$ cat config.mk
export PLATFORM = sky130hd
export DESIGN_NAME = systolic_result_drain
export DESIGN_NICKNAME = d
export VERILOG_FILES = /design/src/rtl/systolic_result_drain.sv
export SDC_FILE = /design/constraint.sdc
export NUM_CORES = 1
export LEC_CHECK = 0
export ABC_AREA = 1
export BUFFER_PORTS_ARGS = -buffer_cell sky130_fd_sc_hd__clkbuf_2
export CORE_MARGIN = 2
export CORE_UTILIZATION = 57
export DETAILED_ROUTE_END_ITERATION = 8
export PLACE_DENSITY = 0.8
export SYNTH_ARGS = -nofsm -noshare
export SYNTH_HDL_FRONTEND = slang
export SYNTH_SLANG_ARGS = --single-unit
$ cat constraint.sdc
create_clock -name clk -period 3.1 [get_ports clk]
set_input_delay 0.465 -clock clk [delete_from_list [all_inputs] [get_ports clk]]
set_output_delay 0.465 -clock clk [all_outputs]
set_load 0.02 [all_outputs]
$ cat src/rtl/systolic_result_drain.sv
// Drain for PE results: show-ahead FIFO with column/end-of-row tags
// and a running completed-row count.
module systolic_result_drain #(
  parameter  int acc_width = 32,
  parameter  int DEPTH     = 4,
  parameter  int ROW_LEN   = 4,
  localparam int IW        = $clog2(ROW_LEN),
  localparam int PW        = $clog2(DEPTH),
  localparam int LW        = PW + 1
) (
  input  logic                 clk,
  input  logic                 reset,
  input  logic                 pe_stb,
  input  logic [acc_width-1:0] pe_acc,
  output logic                 pe_busy,
  output logic                 m_valid,
  input  logic                 m_ready,
  output logic [acc_width-1:0] m_acc,
  output logic [IW-1:0]        m_index,
  output logic                 m_last,
  output logic [LW-1:0]        level,
  output logic [15:0]          rows_done
);

  logic [acc_width-1:0] acc_mem [DEPTH];
  logic [IW-1:0]        idx_mem [DEPTH];
  logic [DEPTH-1:0]     last_mem;

  logic [PW-1:0] wptr_q, wptr_d;
  logic [PW-1:0] rptr_q, rptr_d;
  logic [LW-1:0] level_q, level_d;
  logic [IW-1:0] col_q, col_d;
  logic [15:0]   rows_q, rows_d;

  logic push;
  logic pop;
  logic col_end;

  // Busy depends only on reset and registered occupancy.
  assign pe_busy   = reset | (level_q == LW'(DEPTH));
  assign m_valid   = (level_q != '0);
  assign push      = pe_stb & ~pe_busy;
  assign pop       = m_valid & m_ready;
  assign col_end   = (col_q == IW'(ROW_LEN - 1));

  assign m_acc     = acc_mem[rptr_q];
  assign m_index   = idx_mem[rptr_q];
  assign m_last    = last_mem[rptr_q];
  assign level     = level_q;
  assign rows_done = rows_q;

  always_comb begin
    wptr_d  = wptr_q;
    rptr_d  = rptr_q;
    level_d = level_q;
    col_d   = col_q;
    rows_d  = rows_q;
    if (push) begin
      wptr_d = wptr_q + 1'b1;
      col_d  = col_end ? '0 : col_q + 1'b1;
      if (col_end)
        rows_d = rows_q + 1'b1;
    end
    if (pop)
      rptr_d = rptr_q + 1'b1;
    unique case ({push, pop})
      2'b10:   level_d = level_q + 1'b1;
      2'b01:   level_d = level_q - 1'b1;
      default: level_d = level_q;
    endcase
  end

  always_ff @(posedge clk) begin
    if (reset) begin
      wptr_q  <= '0;
      rptr_q  <= '0;
      level_q <= '0;
      col_q   <= '0;
      rows_q  <= '0;
    end else begin
      wptr_q  <= wptr_d;
      rptr_q  <= rptr_d;
      level_q <= level_d;
      col_q   <= col_d;
      rows_q  <= rows_d;
    end
  end

  // Storage is never cleared; reset only discards entries via pointers.
  always_ff @(posedge clk) begin
    if (push) begin
      acc_mem[wptr_q]  <= pe_acc;
      idx_mem[wptr_q]  <= col_q;
      last_mem[wptr_q] <= col_end;
    end
  end

endmodule
; Word-level counts from Yosys, hierarchy flattened
; Memories as Yosys holds them, arrays and structs flattened. A register that Yosys moved wholly into a read port is not among the register bits.
; Index checks and enable logic that the tools add are counted.
[totals]
ram_bits = 136
in_bits = 36
register_bits = 29
mem_count = 2
wordCells = 42
[memory_table]
columns = name, words, width, read_ports, rd_clocked_by_memory_dff, write_ports, line_no
row1 = acc_mem, 4, 32, 1, 1, 1, 25  ; logic [acc_width-1:0] acc_mem [DEPTH];
row2 = idx_mem, 4, 2, 1, 1, 1, 26  ; logic [IW-1:0] idx_mem [DEPTH];
[classes]
eq_ne = 4
magnitude_cmp = 3
bitwise = 4
n_addsub = 6
mux = 13
reduce_logical = 4
[ops]
columns = operator, count
row1 = $add 16x1->16 const B, 1
row2 = $mux 2, 5
row3 = $add 2x1->2 const B, 3
row4 = $lt 2x3->1 const B, 2
row5 = $pmux 3 s2, 1
row6 = $bwmux 4, 1
row7 = $eq 2x2->1 const B, 2
row8 = $mux 1, 4
row9 = $add 3x1->3 const B, 1
row10 = $eq 3x3->1 const B, 1
row11 = $reduce_bool 3->1, 1
row12 = $sub 3x1->3 const B, 1
row13 = $and 1x1->1, 2
row14 = $bmux 1 s2, 1
row15 = $demux 1 s2, 1
row16 = $eq 2x1->1 const B, 1
row17 = $ge 2x1->1 const B, 1
row18 = $reduce_and 2->1, 1
row19 = $reduce_bool 2->1, 1
row20 = $logic_and 1x1->1, 1
row21 = $not 1->1, 1
row22 = $or 1x1->1, 1

; Logic depth before layout (Yosys ltp)
; Gate-level depths: netlist of the first run.
[depth]
depth_word = 6
depth_mapped = 11
ltp_nobuf = 11

; Worst setup path before layout of the first run
; OpenSTA, ideal clock, no wires.
[synth_path]
path_kind = reg2reg
startpoint = register level_q[1], in the netlist level[1]
endpoint = memory acc_mem[0][0], enable pin
setup_time_ns = 0.427
path_stages_with_launch = 6
slack_ns = 0.278
required_ns = 2.673
arrival_ns = 2.395
synth_period_minus_slack_ns = 2.822
cell_sequence = dfxtp_1 > nor2_2 > nand2_2 > nand3_4 > buf_2 > nor2_1
[synth_between]
elab_chain_len = 6
[synth_lines]
columns = element, line_no
row1 = start: declaration, 31  ; logic [LW-1:0] level_q, level_d;
row2 = start signal: assignment, 83  ; level_q <= level_d;
row3 = $eq 3x3->1, 40  ; assign pe_busy = reset | (level_q == LW'(DEPTH));
row4 = $or 1x1->1, 40
row5 = $not 1->1, 42  ; assign push = pe_stb & ~pe_busy;
row6 = $and 1x1->1, 42
row7 = $mux 1, 91  ; if (push) begin
row8 = $mux 1 (not written as such), 92  ; acc_mem[wptr_q] <= pe_acc;
row9 = end: declaration, 25
; Every way passes these cells.

==> summary.txt, run 1 <==
Status - finished, final reports clean
Met3 WL - 868 um
Detailed Route Iter0 Violations - 326
Post-Syn Nets - 587
CP Launch Type - flop
Ys Warns - 0
Max IR drop VDD - 0.4514 mV
CP max FO - 68
Clk slew on worst S/H paths - 0.06 ns
Final RePlAce weighted congestion - 0.8415
Layout Skew - 0.005886 ns
Cell Count, Final, Fillers Out - 790
Buffers on Ports - 91
Drt drc - 0
Async S/R FF share, synth - 0%
CTS Buffer Depth - 2
M1 WL - 5346 um
Worst skew pair latency - 0.42 ns
RSZ-0062 raised after global routing - no
Leading area contributor after synthesis - edfxtp_1
Synth Area in XOR/XNOR - 0.1335%
Core area - 0.01132 mm2
Crit path time final - 2.733 ns
Setup CP Type - flop to output port
Total Wirelength - 13290 um
Final Hold Fails - 0
Drt first pass iters - 4
All-layer global routing usage - 21.92%
WL met2 - 6799 um
Ports - 92
Post-synth top flop - edfxtp_1
Worst R2R Start - level[1]$_SDFFE_PP0P_
Top-area cell type share of the netlist area - 64.06%
Pins Over Slew Limit - 0
DP HPWL - 7983 um
#FFs+latches synth - 167
Crit path max-delay family - buffers and inverters
NumNets Final - 678
Slowest stage delay, CP - 0.72 ns
Count leader, synth - edfxtp_1
Mux share of post-synthesis cell area - 0%
DR top layer - met5
Area Overhead vs Synth - 19.03%
Post-cts resize count - 0
Syn avg cell area - 12.09 um2
Synth area leaders - edfxtp_1 (64%), dfxtp_1 (8.2%), nor2_1 (6.5%), o21ai_0 (5.9%), o22ai_1 (3.3%)
Critical path's slowest cell - inv_2
FP Rows - 39
Initial core utilization - 57.97%
Post-Synthesis Cells - 543
Total die area - 0.01239 mm2
Critical Path End Type - output port
Part of the cycle the worst path needs - 88.15%
Overflow left after global routing - 0
Worst EP required - 2.63 ns
First-pass GRT wire length - 21200 um
Min-delay src - pe_acc[28]
Netlist Area Pre-Place - 0.006563 mm2
Setup-failing EPs final - 0
Initial antenna violation count - 1
Postcts setup bufs - 0
CTS tree - yes
H-Tree Depth - 4
Adder-cell share of the synthesized area - 1.640%
Post-route ant nets - 0
Leakage power - 0.002863 uW
Power Density - 770.4 mW/mm2
Layout cells sized above 1 - 22.41%
Worst min-delay path class - primary input to flop
CP Buf/Inv Count - 2
Post-synth cell types - 26
Via count - 4439
Largest family of logic cells by synthesized area - simple AND/OR/NAND/NOR gates
Vias in the first global route - 4418
Slew margin rel. - 30.76%
Num CTS Buffers - 17
Critical Path AT - 2.27 ns
Synth Area in Compound Gates - 10.73%
Die width - 111.3 um
Die height - 111.3 um
Average wire per standard cell - 16.82 um
Placed cell count - 758
Simple-gate share of the synthesized area - 11.57%
Cell Chain, Critical Path - inv_2, o21ai_0, o22ai_1, clkbuf_2
Most frequent cells after synthesis - edfxtp_1 (140), nor2_1 (113), o21ai_0 (78), nand2_1 (46), o22ai_1 (35)
Fmax - 365.9 MHz
Setup TNS - 0 ns
Vias per std cell - 5.619
Largest net degree at the start of global routing - 69
Worst slew pin tran - 1.039 ns
Post-CTS Hold Fix Bufs - 0
Ant. Diodes - 0
EDFF count, synth - 140
Seq/Total Area, Yosys - 72.30%
Fill cells - 779
Clk sinks - 167
Total of max-cap violations - 0
Root Buffer - clkbuf_16
## power breakdown
group | switching (uW) | total, uW | leakage, uW | internal (uW)
registers | 46.2 | 2580 | 0.00149 | 2540
clock network | 846 | 2280 | 0.000313 | 1430
logic | 827 | 1150 | 0.00106 | 327
total | 1720 | 6020 | 0.00286 | 4300
## registers in the layout, summed over array words and instances, names as in the netlist, named ones only
signal / count
acc_mem: 128
rows_done: 16
idx_mem: 8
last_mem: 4
level: 3
col_q: 2
rptr_q: 2
wptr_q: 2
## metrics by stage
| step | total power (uW) | hold WS, ns | worst slack, ns | util, % | instance area (um2) |
|---|---|---|---|---|---|
| after detailed placement | 3777 | 0.4881 | 0.7222 | 63.25 | 7161 |
| after floorplan | 3404 | 0.4566 | 0.2779 | - | 6563 |
| after CTS | 6052 | 0.2462 | 0.3343 | 69.00 | 7811 |
| after global routing | 6249 | 0.2524 | 0.1849 | 69.00 | 7811 |
| final | 6018 | 0.2624 | 0.3673 | 69.00 | 7811 |
| after global placement | 3739 | 0.4899 | 0.8286 | 63.25 | 7161 |
## cell usage in the layout (no fill, tap or decap), types with 5 or more instances in the layout
master / netlist / layout
a21oi_1: 19 / 19
buf_4: 3 / 6
bufinv_16: 0 / 5
clkbuf_16: 0 / 17
clkbuf_2: 1 / 91
dfxtp_1: 27 / 26
edfxtp_1: 140 / 140
ha_1: 7 / 7
inv_1: 26 / 26
nand2_1: 46 / 46
nand3_1: 12 / 12
nor2_1: 113 / 109
nor2_4: 3 / 7
o21ai_0: 78 / 78
o22ai_1: 35 / 35
## cell families after synthesis
group | Yosys count
xor+xnor | 1
simple gates | 181
fa+ha+maj | 8
buf+inv | 54
flops | 167
compound gates | 132
## cell type report
class / count / area, um2 / area share (%)
clock buffer: 17 / 425.4 / 5.446
multi-input combinational: 322 / 1610 / 20.62
timing repair buffer: 98 / 520.5 / 6.663
tap: 143 / 178.9 / 2.291
clock inverter: 15 / 225.2 / 2.883
inverter: 28 / 105.1 / 1.346
sequential: 167 / 4746 / 60.76
## per-layer routing
layer  vias to the layer above  track usage (%)
li1                       2117                -
met1                      2129            26.50
met2                       166            37.56
met3                        25            5.850
met4                         2            9.136
met5                         -                0
## path summary, 6_finish.rpt
path / cells after the start / endpoint / slack, ns
max reg2reg: 10 / level[2]$_SDFFE_PP0P_ / 0.99
min reg2reg: 2 / rptr_q[1]$_SDFFE_PP0P_ / 0.52
min: 1 / acc_mem[2][28]$_DFFE_PP_ / 0.26
max: 4 / m_acc[21] / 0.37
No activity file was read; power rests on OpenSTA's default activity.
==> run 2, diff against run 1 <==
==> constraint.sdc (replaced) <==
create_clock -name clk -period 3.1 [get_ports clk]
set_input_delay 0.465 -clock clk [delete_from_list [all_inputs] [get_ports clk]]
set_output_delay 0.465 -clock clk [all_outputs]
set_load 0.005 [all_outputs]
==> summary.txt, run 2 (synthesis gave the netlist of run 1 again) <==
DP HPWL - 8111 um (+1.6%)
CP Buf/Inv Count - 3 (+1)
Fill cells - 813 (+4.4%)
Total Power - 5520 uW (-8.3%)
Worst min-delay path class - primary input to flop
Busiest grt layer - met2
Buffers on Ports - 91 (unchanged)
Comb pwr share - 16.9% (-2.3 points)
Post-route cell area - 0.007732 mm2 (-1.0%)
Part of the cycle the worst path needs - 77.88% (-10 points)
Critical Path AT - 1.95 ns (-0.32 ns)
Slew margin rel. - 58.55% (+28 points)
Post-route ant nets - 0 (unchanged)
CTS Buffer Depth - 2 (unchanged)
Status - finished, final reports clean
Setup CP Type - flop to output port
Ant. Diodes - 0 (unchanged)
Switch share - 27.68% (-0.89 points)
Power Density - 713.8 mW/mm2 (-7.3%)
Cell Chain, Critical Path - inv_1, buf_4, o21ai_0, o22ai_1, clkbuf_2
Die height - 111.3 um (unchanged)
Fmax - 414.2 MHz (+13%)
Root Buffer - clkbuf_16
Die width - 111.3 um (unchanged)
Sequential share of power - 46.8% (+3.9 points)
Clk slew on worst S/H paths - 0.07 ns (about the same)
Most common cell after layout, fill and taps aside - edfxtp_1
Setup-failing EPs final - 0 (unchanged)
FP Rows - 39 (unchanged)
Worst slew pin tran - 0.6217 ns (-0.4168 ns)
Num CTS Buffers - 17 (unchanged)
Register area - 0.004746 mm2 (unchanged)
Ports - 92 (unchanged)
Grt met3 use - 7.654% (+1.8 points)
GR Util met1 - 24.68% (-1.8 points)
Max reg flops - 128 (unchanged)
Power share of the clock group - 36.3% (-1.6 points)
Via count - 4450 (+0.25%)
Slowest stage delay, CP - 0.43 ns (-0.29 ns)
Initial core utilization - 57.97% (unchanged)
Layout Skew - 0.008146 ns (+0.002259 ns)
Area occupied by multi-input gates - 0.001610 mm2 (unchanged)
Top reg by flops - acc_mem
Critical path's slowest cell - inv_1
Largest net degree at the start of global routing - 69 (unchanged)
CP Launch Type - flop
Worst EP required - 2.63 ns (about the same)
Crit path max-delay family - buffers and inverters
Pins Over Slew Limit - 0 (unchanged)
H-Tree Depth - 4 (unchanged)
Average wire per standard cell - 16.72 um (-0.57%)
Final RePlAce weighted congestion - 0.8572 (+1.9%)
CTS tree - yes
Crit path time final - 2.414 ns (-0.3186 ns)
Max IR drop VDD - 0.6331 mV (+40%)
Area Overhead vs Synth - 17.83%
Post-cts resize count - 0 (unchanged)
Vias in the first global route - 4245 (-3.9%)
RSZ-0062 raised after global routing - no
Worst skew pair latency - 0.43 ns (about the same)
Total Wirelength - 13240 um (-0.32%)
Leakage power - 0.002836 uW (-0.96%)
NumNets Final - 680 (+0.29%)
Placed Area - 0.007163 mm2 (about the same)
Total of max-cap violations - 0 (unchanged)
Final Hold Fails - 0 (unchanged)
Cell-internal power - 3992 uW (-7.1%)
Drt first pass iters - 4 (unchanged)
Clk sinks - 167 (unchanged)
Post-CTS Hold Fix Bufs - 0 (unchanged)
First-pass GRT wire length - 20490 um (-3.3%)
Met2 Track Usage GR - 37.48% (-0.081 points)
Core Util, Final - 68.30% (-0.70 points)
P_sw - 1528 uW (-11%)
All-layer global routing usage - 21.59% (-0.33 points)
Total die area - 0.01239 mm2 (unchanged)
Vias per std cell - 5.619 (about the same)
Core area - 0.01132 mm2 (unchanged)
Initial antenna violation count - 1 (unchanged)
Overflow left after global routing - 0 (unchanged)
Detailed Route Iter0 Violations - 310 (-4.9%)
Setup TNS - 0 ns (unchanged)
Critical Path End Type - output port
Drt drc - 0 (unchanged)
Most frequent cells in the layout - edfxtp_1 (140), nor2_1 (109), clkbuf_2 (91), o21ai_0 (78), nand2_1 (46)
Layout cells sized above 1 - 22.80% (+0.39 points)
Postcts setup bufs - 0 (unchanged)
CP max FO - 21 (-69%)
run 2: changes by cell type in the layout (fill, tap and decap cells not counted):
| cell | change |
|---|---|
| buf_12 | -1 |
| buf_4 | +3 |
| bufinv_16 | -4 |
| clkinv_1 | -1 |
| clkinv_4 | +2 |
| clkinvlp_4 | -1 |
| inv_6 | +5 |
| inv_8 | -1 |
run 2: final cells by class:
| type | instances | area share, % |
|---|---|---|
| Sequential cell | 167 | 61.38 |
| Inverter | 28 | 1.359 |
| Tap cell | 143 | 2.314 |
| Multi-Input combinational cell | 322 | 20.83 |
| Clock inverter | 15 | 1.861 |
| Timing Repair Buffer | 100 | 6.764 |
| Clock buffer | 17 | 5.502 |
run 2: power groups by stage:
stage	clock [uW]	sequential [uW]	combinational, uW
floorplan	0	2620	560
global placement	0	2620	896
detailed placement	0	2630	934
CTS	2030	2580	940
global route	2120	2590	1030
finish	2000	2580	935
run 2: metrics by stage:
step	hold WS [ns]	setup slack (ns)	cells
finish	0.2570	0.6859	792
global route	0.2423	0.5043	792
CTS	0.2404	0.6568	792
detailed placement	0.4887	0.7376	760
global placement	0.4970	0.8310	760
floorplan	0.4566	0.3531	543
run 2: routing by layer:
metal / routed length, um / vias to the layer above
met5: 13 / -
met4: 221 / 2
met3: 886 / 21
met2: 6825 / 152
met1: 5298 / 2154
li1: - / 2121
run 2: worst paths after layout:
path                          start                       end  slack (ns)  depth (start not counted)
max                            flop                 m_acc[13]        0.69                          5
min                      pe_acc[29]  acc_mem[3][29]$_DFFE_PP_        0.26                          1
max reg2reg   level[0]$_SDFFE_PP0P_     level[2]$_SDFFE_PP0P_        1.06                         10
min reg2reg  rptr_q[1]$_SDFFE_PP0P_    rptr_q[1]$_SDFFE_PP0P_        0.51                          2
==> run 3, diff against run 2 <==
- ABC_AREA: 1 -> 0
- CORE_UTILIZATION: 57 -> 56
- PLACE_DENSITY: 0.8 -> 0.79
- clock period: 3.1 -> 2.3 ns (I/O delays scaled with it)
==> summary.txt, run 3 <==
Largest net degree at the start of global routing - 35 (-49%)
Max IR drop VDD - 0.6909 mV (+9.1%)
Ant. Diodes - 0 (unchanged)
WHS Path Cells - 1 (unchanged)
#FFs+latches synth - 167 (unchanged)
Seq/Total Area, Yosys - 74.46% (+2.2 points)
Mux share of post-synthesis cell area - 12.70% (+13 points)
R2R Path End - level[2]$_SDFFE_PP0P_
Most frequent cells in the layout - edfxtp_1 (140), clkbuf_2 (91), mux4_2 (35), dfxtp_1 (22), clkbuf_16 (17)
Post-CTS Hold Fix Bufs - 0 (unchanged)
CP Launch Type - flop
Leading area contributor after synthesis - edfxtp_1
Worst EP required - 2.64 ns (about the same)
Critical Path AT - 2.51 ns (+0.56 ns)
Synth area leaders - edfxtp_1 (66%), mux4_2 (12%), dfxtp_1 (8.5%), ha_1 (1.4%), nor2_1 (0.88%)
Netlist Area Pre-Place - 0.006372 mm2 (-2.9%)
Clk sinks - 167 (unchanged)
Top reg by flops - acc_mem
Initial core utilization - 58.02% (about the same)
Top-area cell type share of the netlist area - 65.97% (+1.9 points)
Buffers on Ports - 91 (unchanged)
Cell Count, Final, Fillers Out - 594 (-25%)
CTS tree - yes
Reg2Reg Depth - 9 (-1)
Final RePlAce weighted congestion - 0.7520 (-12%)
Largest family of logic cells by synthesized area - multiplexers
All-layer global routing usage - 19.72% (-1.9 points)
Post-route ant nets - 0 (unchanged)
Worst skew pair latency - 0.41 ns (-0.02 ns)
Synth Area in Compound Gates - 2.219% (-8.5 points)
Post-synth top flop - edfxtp_1
Fill cells - 697 (-14%)
Root Buffer - clkbuf_16
Placed cell count - 562 (-26%)
Total of max-cap violations - 0 (unchanged)
Post-Synthesis Cells - 333 (-39%)
Worst min-delay path class - primary input to flop
Initial antenna violation count - 0 (-1)
Total die area - 0.01225 mm2 (-1.1%)
Average wire per standard cell - 19.45 um (+16%)
RSZ-0062 raised after global routing - no
Overflow left after global routing - 0 (unchanged)
Status - finished, final reports clean
First-pass GRT wire length - 18360 um (-10%)
Post-synth cell types - 42 (+62%)
Drt drc - 0 (unchanged)
EDFF count, synth - 140 (unchanged)
Synth Area in XOR/XNOR - 1.374% (+1.2 points)
Ys Warns - 0 (unchanged)
NumNets Final - 485 (-29%)
Layout Skew - 0.007382 ns (-0.0007639 ns)
FP Rows - 38 (-2.6%)
Die width - 110.7 um (-0.56%)
Vias in the first global route - 3465 (-18%)
Most frequent cells after synthesis - edfxtp_1 (140), mux4_2 (35), dfxtp_1 (27), nor2_1 (15), a21oi_1 (11)
Total Wirelength - 11550 um (-13%)
H-Tree Depth - 4 (unchanged)
Async S/R FF share, synth - 0% (unchanged)
Core area - 0.01098 mm2 (-3.0%)
Post-cts resize count - 0 (unchanged)
Crit path time final - 2.174 ns
Area Overhead vs Synth - 20.46%
Min-delay src - pe_acc[22]
Slew margin rel. - 56.90% (-1.6 points)
Critical Path End Type - flop
Post-place setup slack - 0.1392 ns (-0.5984 ns)
Pins Over Slew Limit - 0 (unchanged)
Count leader, synth - edfxtp_1
Part of the cycle the worst path needs - 94.52%
Final Hold Fails - 0 (unchanged)
Critical path's slowest cell - dfxtp_2
Layout cells sized above 1 - 40.97% (+18 points)
Hold worst-path end - acc_mem[1][22]$_DFFE_PP_
Syn avg cell area - 19.14 um2 (+58%)
CTS Buffer Depth - 2 (unchanged)
Via count - 3363 (-24%)
Slowest stage delay, CP - 0.37 ns (-0.06 ns)
Max reg flops - 128 (unchanged)
Setup CP Type - flop to flop
Power Density - 989.8 mW/mm2 (+39%)
Adder-cell share of the synthesized area - 1.689% (+0.049 points)
Worst R2R Start - level[2]$_SDFFE_PP0P_
Final setup margin - 0.1260 ns (-0.5598 ns)
Clk slew on worst S/H paths - 0.06 ns (about the same)
CP max FO - 7 (-67%)
Ports - 92 (unchanged)
DP HPWL - 7105 um (-12%)
Cell Chain, Critical Path - or3b_1, and2_4, inv_4, ha_4, inv_2, fa_2, xor2_1, or3_1, a21oi_1
Reg2Reg Setup Slack - 0.13 ns (-0.93 ns)
Vias per std cell - 5.662 (+0.76%)
Most common cell after layout, fill and taps aside - edfxtp_1
Setup-failing EPs final - 0 (unchanged)
Leakage power - 0.002652 uW (-6.5%)
Fmax - 460.0 MHz
Postcts setup bufs - 0 (unchanged)
Drt first pass iters - 5 (+1)
Worst slew pin tran - 0.6450 ns (+0.02331 ns)
Post-Syn Nets - 377 (-36%)
Die height - 110.7 um (-0.56%)
Simple-gate share of the synthesized area - 5.792% (-5.8 points)
Num CTS Buffers - 17 (unchanged)
Detailed Route Iter0 Violations - 246 (-21%)
## run 3: cell count changes after synthesis, moves of 5 or more
| cell | change |
|---|---|
| mux4_2 | +35 |
| a21oi_1 | -8 |
| nand3_1 | -5 |
| or3_1 | +5 |
| nor2_1 | -98 |
| o21ai_0 | -72 |
| o31ai_1 | +5 |
| xnor2_1 | +6 |
| o22ai_1 | -35 |
| nand2_1 | -39 |
| inv_1 | -18 |
| clkbuf_1 | -8 |
## run 3: metal layers
metal / global-route usage (%) / routed length, um / vias up
li1: - / - / 1549
met1: 24.85 / 4744 / 1686
met2: 33.13 / 6016 / 113
met3: 5.522 / 619 / 15
met4: 7.083 / 170 / 0
met5: 0 / 0 / -
## run 3: worst max-delay path by stage
stage	from	end	slack, ns
6_report	level[2]$_SDFFE_PP0P_	level[2]$_SDFFE_PP0P_	0.13
5_1_grt	col_q[0]$_SDFFE_PP0P_	rows_done[15]$_SDFFE_PP0P_	0.02
4_1_cts	flop	m_acc[5]	0.05
3_5_place_dp	level[1]$_SDFFE_PP0P_	level[2]$_SDFFE_PP0P_	0.14
3_3_place_gp	level[1]$_SDFFE_PP0P_	level[2]$_SDFFE_PP0P_	0.19
2_1_floorplan	level[1]$_SDFFE_PP0P_	level[2]$_SDFFE_PP0P_	-0.01
## run 3: layout make-up
| cell class | instances | area (um2) | share of cell area [%] |
|---|---|---|---|
| inverter | 8 | 32.53 | 0.4238 |
| timing repair buffer | 104 | 640.6 | 8.346 |
| sequential | 167 | 4753 | 61.92 |
| clock buffer | 21 | 440.4 | 5.738 |
| multi-input combinational | 143 | 1531 | 19.95 |
| clock inverter | 11 | 102.6 | 1.337 |
| tap | 140 | 175.2 | 2.282 |
## run 3: power by group
part | switching, uW | leakage (uW) | internal (uW)
clock network | 1090 | 0.000259 | 1490
registers | 131 | 0.00150 | 3470
logic | 616 | 0.000895 | 805
total | 1840 | 0.00265 | 5760
## run 3: critical path: cells and delay by family (launching register included)
family,cells,cell delay (ns)
compound gates,1,0.12
xor+xnor,1,0.17
fa+ha+maj,2,0.47
buf+inv,2,0.09
flops,1,0.37
simple gates,3,0.88
## run 3: cells by family after synthesis
family / count (synthesis)
adders and majority gates: 8
muxes: 37
xor gates and xnor gates: 10
buffers and inverters: 23
AOI/OAI and AO/OA: 24
and+or+nand+nor: 64
DFF: 167
## run 3: metrics by stage
stage	area, um2	power, uW	util (%)	hold WS [ns]	TNS, ns
after floorplan	6401	4520	-	0.4439	-0.01167
after global placement	7131	5067	64.92	0.4766	0
after detailed placement	7131	5106	64.92	0.4924	0
after CTS	7674	7682	69.87	0.1345	0
after global routing	7676	7928	69.89	0.1420	0
final	7676	7597	69.89	0.1551	0
